$ cat src/rtl/mem_req_sequencer_if.sv
// Request, core-memory-port and response signals of mem_req_sequencer.
// master = the sequencer itself, slave = requester / core / response consumer side.
interface mem_req_sequencer_if #(
    parameter int ADDR_W = 32,
    parameter int DATA_W = 32
);
    logic              req_valid;
    logic              req_ready;
    logic              req_write;
    logic [ADDR_W-1:0] req_addr;
    logic [DATA_W-1:0] req_wdata;

    logic              mem_read;
    logic              mem_write;
    logic [ADDR_W-1:0] mem_addr;
    logic [DATA_W-1:0] mem_wdata;
    logic [DATA_W-1:0] mem_rdata;
    logic              mem_ready;

    logic              rsp_valid;
    logic              rsp_ready;
    logic [DATA_W-1:0] rsp_rdata;
    logic              rsp_error;

    modport master (
        input  req_valid, req_write, req_addr, req_wdata,
        output req_ready,
        output mem_read, mem_write, mem_addr, mem_wdata,
        input  mem_rdata, mem_ready,
        output rsp_valid, rsp_rdata, rsp_error,
        input  rsp_ready
    );

    modport slave (
        output req_valid, req_write, req_addr, req_wdata,
        input  req_ready,
        input  mem_read, mem_write, mem_addr, mem_wdata,
        output mem_rdata, mem_ready,
        input  rsp_valid, rsp_rdata, rsp_error,
        output rsp_ready
    );
endinterface

$ cat src/rtl/mem_req_sequencer.sv
// Queues load/store requests, issues them one at a time to the core memory port, returns responses.
// Define MEM_REQ_TIMEOUT_EN to enable the per-transaction watchdog, rsp_error and err_count.
module mem_req_sequencer #(
    parameter int DEPTH   = 4,
    parameter int ADDR_W  = 32,
    parameter int DATA_W  = 32,
    parameter int TIMEOUT = 15
) (
    input  logic                clk,
    input  logic                reset_n,
    mem_req_sequencer_if.master bus,
    output logic                busy,
    output logic [7:0]          err_count
);
    localparam int PTR_W = $clog2(DEPTH);
    localparam int CNT_W = PTR_W + 1;
    localparam int WD_W  = $clog2(TIMEOUT);
    localparam logic [WD_W-1:0]  WD_INIT = WD_W'(TIMEOUT - 1);
    localparam logic [CNT_W-1:0] FULL    = CNT_W'(DEPTH);

    // state | meaning
    // IDLE  | waiting for a queued request
    // ISSUE | strobe held to the core, watchdog running
    // RESP  | response offered until accepted
    // GAP   | one strobe-free cycle so the core's mem_ready can fall
    typedef enum logic [1:0] {IDLE, ISSUE, RESP, GAP} state_e;

    typedef struct packed {
        logic              write;
        logic [ADDR_W-1:0] addr;
        logic [DATA_W-1:0] wdata;
    } entry_t;

    entry_t             fifo_q [DEPTH];
    entry_t             head;
    state_e             state_q, state_d;
    logic [PTR_W-1:0]   wr_ptr_q, wr_ptr_d, rd_ptr_q, rd_ptr_d;
    logic [CNT_W-1:0]   count_q, count_d;
    logic [WD_W-1:0]    wdog_q, wdog_d;
    logic               mem_read_q, mem_read_d, mem_write_q, mem_write_d;
    logic [ADDR_W-1:0]  mem_addr_q, mem_addr_d;
    logic [DATA_W-1:0]  mem_wdata_q, mem_wdata_d;
    logic               rsp_valid_q, rsp_valid_d, rsp_error_q, rsp_error_d;
    logic [DATA_W-1:0]  rsp_rdata_q, rsp_rdata_d;
    logic [7:0]         err_count_q, err_count_d;
    logic               req_ready_int, push, pop;

    assign req_ready_int = (count_q != FULL);
    assign push          = bus.req_valid && req_ready_int;

    always_comb begin
        state_d     = state_q;
        wr_ptr_d    = wr_ptr_q;
        rd_ptr_d    = rd_ptr_q;
        count_d     = count_q;
        wdog_d      = wdog_q;
        mem_read_d  = mem_read_q;
        mem_write_d = mem_write_q;
        mem_addr_d  = mem_addr_q;
        mem_wdata_d = mem_wdata_q;
        rsp_valid_d = rsp_valid_q;
        rsp_rdata_d = rsp_rdata_q;
        rsp_error_d = rsp_error_q;
        err_count_d = err_count_q;
        pop         = 1'b0;
        head        = fifo_q[rd_ptr_q];

        case (state_q)
            IDLE: begin
                if (count_q != '0) begin
                    pop         = 1'b1;
                    rd_ptr_d    = rd_ptr_q + PTR_W'(1);
                    mem_read_d  = !head.write;
                    mem_write_d = head.write;
                    mem_addr_d  = head.addr;
                    mem_wdata_d = head.write ? head.wdata : '0;
                    wdog_d      = WD_INIT;
                    state_d     = ISSUE;
                end
            end
            ISSUE: begin
                if (wdog_q != '0) wdog_d = wdog_q - WD_W'(1);
                // A ready seen in the first strobe cycle belongs to the previous transaction.
                if (bus.mem_ready && (wdog_q != WD_INIT)) begin
                    rsp_rdata_d = mem_read_q ? bus.mem_rdata : '0;
                    rsp_error_d = 1'b0;
                    rsp_valid_d = 1'b1;
                    mem_read_d  = 1'b0;
                    mem_write_d = 1'b0;
                    state_d     = RESP;
                end
`ifdef MEM_REQ_TIMEOUT_EN
                else if (wdog_q == '0) begin
                    rsp_rdata_d = '0;
                    rsp_error_d = 1'b1;
                    rsp_valid_d = 1'b1;
                    mem_read_d  = 1'b0;
                    mem_write_d = 1'b0;
                    if (err_count_q != 8'hFF) err_count_d = err_count_q + 8'd1;
                    state_d     = RESP;
                end
`endif
            end
            RESP: begin
                if (bus.rsp_ready) begin
                    rsp_valid_d = 1'b0;
                    state_d     = GAP;
                end
            end
            GAP:     state_d = IDLE;
            default: state_d = IDLE;
        endcase

        if (push) wr_ptr_d = wr_ptr_q + PTR_W'(1);
        if (push && !pop)      count_d = count_q + CNT_W'(1);
        else if (pop && !push) count_d = count_q - CNT_W'(1);
    end

    always_ff @(posedge clk) begin
        if (!reset_n) begin
            state_q     <= IDLE;
            wr_ptr_q    <= '0;
            rd_ptr_q    <= '0;
            count_q     <= '0;
            wdog_q      <= '0;
            mem_read_q  <= 1'b0;
            mem_write_q <= 1'b0;
            mem_addr_q  <= '0;
            mem_wdata_q <= '0;
            rsp_valid_q <= 1'b0;
            rsp_rdata_q <= '0;
            rsp_error_q <= 1'b0;
            err_count_q <= '0;
        end else begin
            state_q     <= state_d;
            wr_ptr_q    <= wr_ptr_d;
            rd_ptr_q    <= rd_ptr_d;
            count_q     <= count_d;
            wdog_q      <= wdog_d;
            mem_read_q  <= mem_read_d;
            mem_write_q <= mem_write_d;
            mem_addr_q  <= mem_addr_d;
            mem_wdata_q <= mem_wdata_d;
            rsp_valid_q <= rsp_valid_d;
            rsp_rdata_q <= rsp_rdata_d;
            rsp_error_q <= rsp_error_d;
            err_count_q <= err_count_d;
            if (push) fifo_q[wr_ptr_q] <= '{write: bus.req_write, addr: bus.req_addr, wdata: bus.req_wdata};
        end
    end

    assign bus.req_ready = req_ready_int;
    assign bus.mem_read  = mem_read_q;
    assign bus.mem_write = mem_write_q;
    assign bus.mem_addr  = mem_addr_q;
    assign bus.mem_wdata = mem_wdata_q;
    assign bus.rsp_valid = rsp_valid_q;
    assign bus.rsp_rdata = rsp_rdata_q;
    assign bus.rsp_error = rsp_error_q;
    assign busy          = (state_q != IDLE) || (count_q != '0);
    assign err_count     = err_count_q;
endmodule

$ cat src/flat_wrapper.sv
// flat-port wrapper written by rule: the top's interface ports become plain ports
module mem_req_sequencer_flat 
#(
    parameter int DEPTH   = 4,
    parameter int ADDR_W  = 32,
    parameter int DATA_W  = 32,
    parameter int TIMEOUT = 15
)
  (clk, reset_n, busy, err_count, bus_req_valid, bus_req_write, bus_req_addr, bus_req_wdata, bus_req_ready, bus_mem_read, bus_mem_write, bus_mem_addr, bus_mem_wdata, bus_mem_rdata, bus_mem_ready, bus_rsp_valid, bus_rsp_rdata, bus_rsp_error, bus_rsp_ready);
  mem_req_sequencer_if #(.ADDR_W(ADDR_W), .DATA_W(DATA_W)) bus_i ();
  input  logic clk;
  input  logic reset_n;
  output logic busy;
  output logic [7:0] err_count;
  input wire logic [$bits(bus_i.req_valid)-1:0] bus_req_valid;
  input wire logic [$bits(bus_i.req_write)-1:0] bus_req_write;
  input wire logic [$bits(bus_i.req_addr)-1:0] bus_req_addr;
  input wire logic [$bits(bus_i.req_wdata)-1:0] bus_req_wdata;
  output wire logic [$bits(bus_i.req_ready)-1:0] bus_req_ready;
  output wire logic [$bits(bus_i.mem_read)-1:0] bus_mem_read;
  output wire logic [$bits(bus_i.mem_write)-1:0] bus_mem_write;
  output wire logic [$bits(bus_i.mem_addr)-1:0] bus_mem_addr;
  output wire logic [$bits(bus_i.mem_wdata)-1:0] bus_mem_wdata;
  input wire logic [$bits(bus_i.mem_rdata)-1:0] bus_mem_rdata;
  input wire logic [$bits(bus_i.mem_ready)-1:0] bus_mem_ready;
  output wire logic [$bits(bus_i.rsp_valid)-1:0] bus_rsp_valid;
  output wire logic [$bits(bus_i.rsp_rdata)-1:0] bus_rsp_rdata;
  output wire logic [$bits(bus_i.rsp_error)-1:0] bus_rsp_error;
  input wire logic [$bits(bus_i.rsp_ready)-1:0] bus_rsp_ready;
  assign bus_i.req_valid = bus_req_valid;
  assign bus_i.req_write = bus_req_write;
  assign bus_i.req_addr = bus_req_addr;
  assign bus_i.req_wdata = bus_req_wdata;
  assign bus_req_ready = bus_i.req_ready;
  assign bus_mem_read = bus_i.mem_read;
  assign bus_mem_write = bus_i.mem_write;
  assign bus_mem_addr = bus_i.mem_addr;
  assign bus_mem_wdata = bus_i.mem_wdata;
  assign bus_i.mem_rdata = bus_mem_rdata;
  assign bus_i.mem_ready = bus_mem_ready;
  assign bus_rsp_valid = bus_i.rsp_valid;
  assign bus_rsp_rdata = bus_i.rsp_rdata;
  assign bus_rsp_error = bus_i.rsp_error;
  assign bus_i.rsp_ready = bus_rsp_ready;
  mem_req_sequencer #(.DEPTH(DEPTH), .ADDR_W(ADDR_W), .DATA_W(DATA_W), .TIMEOUT(TIMEOUT)) u_core (.clk(clk), .reset_n(reset_n), .bus(bus_i), .busy(busy), .err_count(err_count));
endmodule
$ cat config.mk
export PLATFORM = sky130hd
export DESIGN_NAME = mem_req_sequencer_flat
export DESIGN_NICKNAME = d
export VERILOG_FILES = /design/src/rtl/mem_req_sequencer_if.sv /design/src/rtl/mem_req_sequencer.sv /design/src/flat_wrapper.sv
export SDC_FILE = /design/constraint.sdc
export NUM_CORES = 1
export LEC_CHECK = 0
export BUFFER_PORTS_ARGS = -buffer_cell sky130_fd_sc_hd__buf_4
export CORE_MARGIN = 2
export CORE_UTILIZATION = 35
export CTS_CLUSTER_DIAMETER = 200
export DETAILED_ROUTE_END_ITERATION = 10
export PLACE_DENSITY = 0.57
export SYNTH_ARGS = -nofsm -noshare
export SYNTH_HDL_FRONTEND = slang
export SYNTH_SLANG_ARGS = --single-unit
$ cat constraint.sdc
create_clock -name clk -period 2.6 [get_ports clk]
set_input_delay 0.26 -clock clk [delete_from_list [all_inputs] [get_ports clk]]
set_output_delay 0.26 -clock clk [all_outputs]
set_load 0.005 [all_outputs]
==> flow_metrics.tcl <==
set metrics [dict create \
    status "completed" \
    slowest_stage "fa_1" \
    critPathBufInv 3 \
    numCtsBuffers 42 \
    power_density_mw_per_mm2 952 \
    rows 73 \
    ys_types 41 \
    syn_inst 884 \
    clk_pin_slew_ps 60 \
    finalSetupViolCount 0 \
    criticalPathCategory "flop to flop" \
    route.detailed.drc 0 \
    gp_congestion 0.731 \
    grt_antenna_before_repair 2 \
    period_needed_ps 2270 \
    port_buffers 202 \
    first_global_vias 8432 \
    drt-initial-drc-count 396 \
    finalPower_uw 17500 \
    slew_headroom 0.430 \
    grt_pass1_wl_um 48000 \
    insertion_delay_ps 550 \
    worst-endpoint-required_ps 3080 \
    synth_edf_count 260 \
    design_area_mm2 0.0184 \
    ys.flop_type "edfxtp_1" \
    n_antenna_cell 0 \
    fmaxAchievable_ghz 0.440 \
    crit_family "adder cells" \
    die_w_um 204 \
    wl_per_cell_um 17.9 \
    whs_ps 51.2 \
    pwr-share-seq 0.425 \
    path_cells "inv_1 -> ha_1 -> o31a_2 -> clkinv_2 -> ha_1 -> inv_1 -> fa_1 -> xor2_1 -> or3_1 -> a21boi_0" \
    yosysSeqAreaShare 0.719 \
    cp.arrival_ps 2750 \
    clock_power_share 0.321 \
    ir_drop_mv 0.480 \
    dp_hpwl_um 17700 \
    cts_tree "built" \
    synth_top_cell_area_share 0.556 \
    p_leak_uw 0.00651 \
    io_pins 212 \
    die-area_mm2 0.0417 \
    placement.cell_area_mm2 0.0161 \
    grt.overflow.total 0 \
    clock-root-buffer "clkbuf_16" \
    intPower_uw 12500 \
    fin_crit_sh 0.874 \
    fillCellCount 3475 \
    rsz0062_at_grt "no" \
    crit_start "u_core.state_q[0]$_SDFFE_PN0P_" \
    dp_worst_setup_slack_ps 335 \
    async_flop_share 0 \
    fin_skew_ps 14.7 \
    drt_first_pass_iters 4 \
    r2r-start "u_core.state_q[0]$_SDFFE_PN0P_" \
    routed_wl_um 31200 \
    die-height_um 204 \
    clockBufferDepth 3 \
    area_growth_syn_to_layout_pct 31.0 \
    avgViaCountPerCell 4.69 \
    hold_viol 0 \
    final_antenna_net_count 0 \
    num_vias 8190 \
    setup_slack_ps 329 \
    start_util 0.354 \
    min_path_type "input port to flop" \
    drive_above_1_share 0.294 \
    grt_max_degree 93 \
    fin_nets 1304 \
    swShare 0.288 \
    min_from "bus_rsp_ready" \
    syn_area_per_cell_um2 15.9 \
    grt_usage 0.151 \
    p_comb_frac 0.255 \
    coreArea_mm2 0.0396 \
    yosysWarnings 0 \
    worstMarginPinSlew_ps 854 \
    synth_area_mm2 0.0140 \
    slew_viol_final 0 \
    critPathCaptureType "flop" \
    crit_path_max_fanout 4 \
    synth_seq_cells 374 \
    max_stage_delay_ps 430 \
    max-cap-violations 0 \
    synth_top_area_cell "edfxtp_1" \
    cts_max_level 2 \
    crit_path_start_kind "flop" \
    fin_setup_tns_ps 0 \
    synth.area.top_cells "edfxtp_1 (56%), dfxtp_1 (16%), mux4_2 (10%)" \
    switchingPower_uw 5040 \
    clock-sinks 374 \
]
==> per-stage QoR <==
step | utilization | std cells
after global routing | 0.464 | 1748
after global placement | 0.407 | 1577
after CTS | 0.464 | 1748
after floorplan | - | 892
final | 0.464 | 1748
after detailed placement | 0.407 | 1577
==> cells in the mapped netlist, types with 2 or more instances <==
cell,n
inv_1,9
dfxtp_1,114
o21ai_0,41
clkbuf_2,3
nor2_1,5
nor3_1,3
a21boi_0,56
edfxtp_1,260
nand2_1,137
o31a_1,2
ha_1,11
buf_4,12
nor2b_1,3
and3_1,5
clkbuf_1,15
nand3_1,68
a21boi_1,10
buf_2,19
and2_1,5
mux2i_1,3
buf_1,6
mux4_2,65
o21a_1,2
xnor2_1,4
buf_6,10
==> registers in the layout, indices dropped and copies added (netlist names), named ones only <==
| signal | count |
|---|---|
| u_core.fifo_q | 260 |
| u_core.bus.mem_addr | 32 |
| u_core.bus.mem_wdata | 32 |
| u_core.bus.rsp_rdata | 32 |
| u_core.wdog_q | 4 |
| u_core.count_q | 3 |
| u_core.rd_ptr_q | 2 |
| u_core.state_q | 2 |
| u_core.wr_ptr_q | 2 |
| u_core.bus.mem_read | 1 |
| u_core.bus.mem_write | 1 |
| u_core.bus.rsp_valid | 1 |
==> power by group through the flow <==
| stage | clock network, µW | logic (µW) | registers (µW) |
|---|---|---|---|
| after global placement | 0 | 4440 | 7540 |
| after CTS | 5810 | 4620 | 7440 |
| final | 5610 | 4460 | 7430 |
| after detailed placement | 0 | 4490 | 7560 |
| after floorplan | 0 | 2990 | 7480 |
| after global routing | 6020 | 4970 | 7510 |
==> path summary, 6_finish.rpt <==
check | end | slack (ps) | depth (start not counted)
worst max register to register | u_core.count_q[2]$_SDFFE_PN0P_ | 330 | 10
worst max-delay path | u_core.count_q[2]$_SDFFE_PN0P_ | 330 | 10
worst min register to register | u_core.bus.mem_addr[23]$_SDFFE_PN0P_ | 450 | 2
worst min-delay path | u_core.bus.rsp_valid$_SDFFE_PN0P_ | 50 | 4
==> per-layer routing <==
layer	routed length, µm	up-vias	global-route usage
met5	27	-	0
met4	699	4	0.0551
met1	13600	4022	0.191
li1	-	3914	-
met3	1660	48	0.0301
met2	15300	202	0.256
==> cell usage in the layout, fill, tap and decap left out, drive strengths merged <==
master         n
or3            1
nand3         68
dlygate4sd3   94
edfxtp       260
a21oi          1
nor3           3
clkinvlp       2
conb           9
o21ai         41
clkbuf        57
bufinv         2
inv           10
buf          225
mux4          65
nor4b          1
nor4bb         1
xnor2          4
o22ai          1
nand2b         1
nand4b         1
xor2           1
nor2b          3
mux2i          3
nand4          1
fa             1
dfxtp        114
and2           5
o31a           2
ha            11
o21a           2
a41oi          1
clkinv        16
a21boi        67
and3           5
nor2           5
nand2        137
nand4bb        1
o211a          1
==> repair_timing <==
| item | 4_1_cts | 5_1_grt |
|---|---|---|
| hold endpoints to repair | 289 | 0 |
| gates resized for setup | 0 | 0 |
| setup buffers | 0 | 0 |
| hold buffers | 94 | 0 |
==> layout make-up <==
class,instances,area [µm²],share of cell area
sequential,374,10100,0.549
multi-input combinational,443,3570,0.194
timing repair buffer,319,2720,0.148
clock buffer,57,1150,0.0625
tap,525,657,0.0357
clock inverter,20,163,0.00885
inverter,10,38.8,0.00211
==> worst register-to-register path, stage by stage (launching register included) <==
cell and delay, ps:
dfxtp_1 350, inv_1 70, ha_1 240, o31a_2 150, clkinv_2 60, ha_1 180, inv_1 70, fa_1 430
xor2_1 180, or3_1 310, a21boi_0 170
==> cells by family (layout without fill, tap and decap cells) <==
group                      count (synthesis)  in the layout  share of synthesized area
AOI/OAI and AO/OA                        116            116                     0.0552
xor gates and xnor gates                   5              5                    0.00312
adders and majority gates                 12             12                     0.0112
buffers and inverters                     75            406                     0.0307
DFF                                      374            374                      0.719
muxes                                     68             68                      0.106
other                                      1              9                   0.000267
and+or+nand+nor                          233            233                     0.0743
Power figures use the tool's default switching activity.
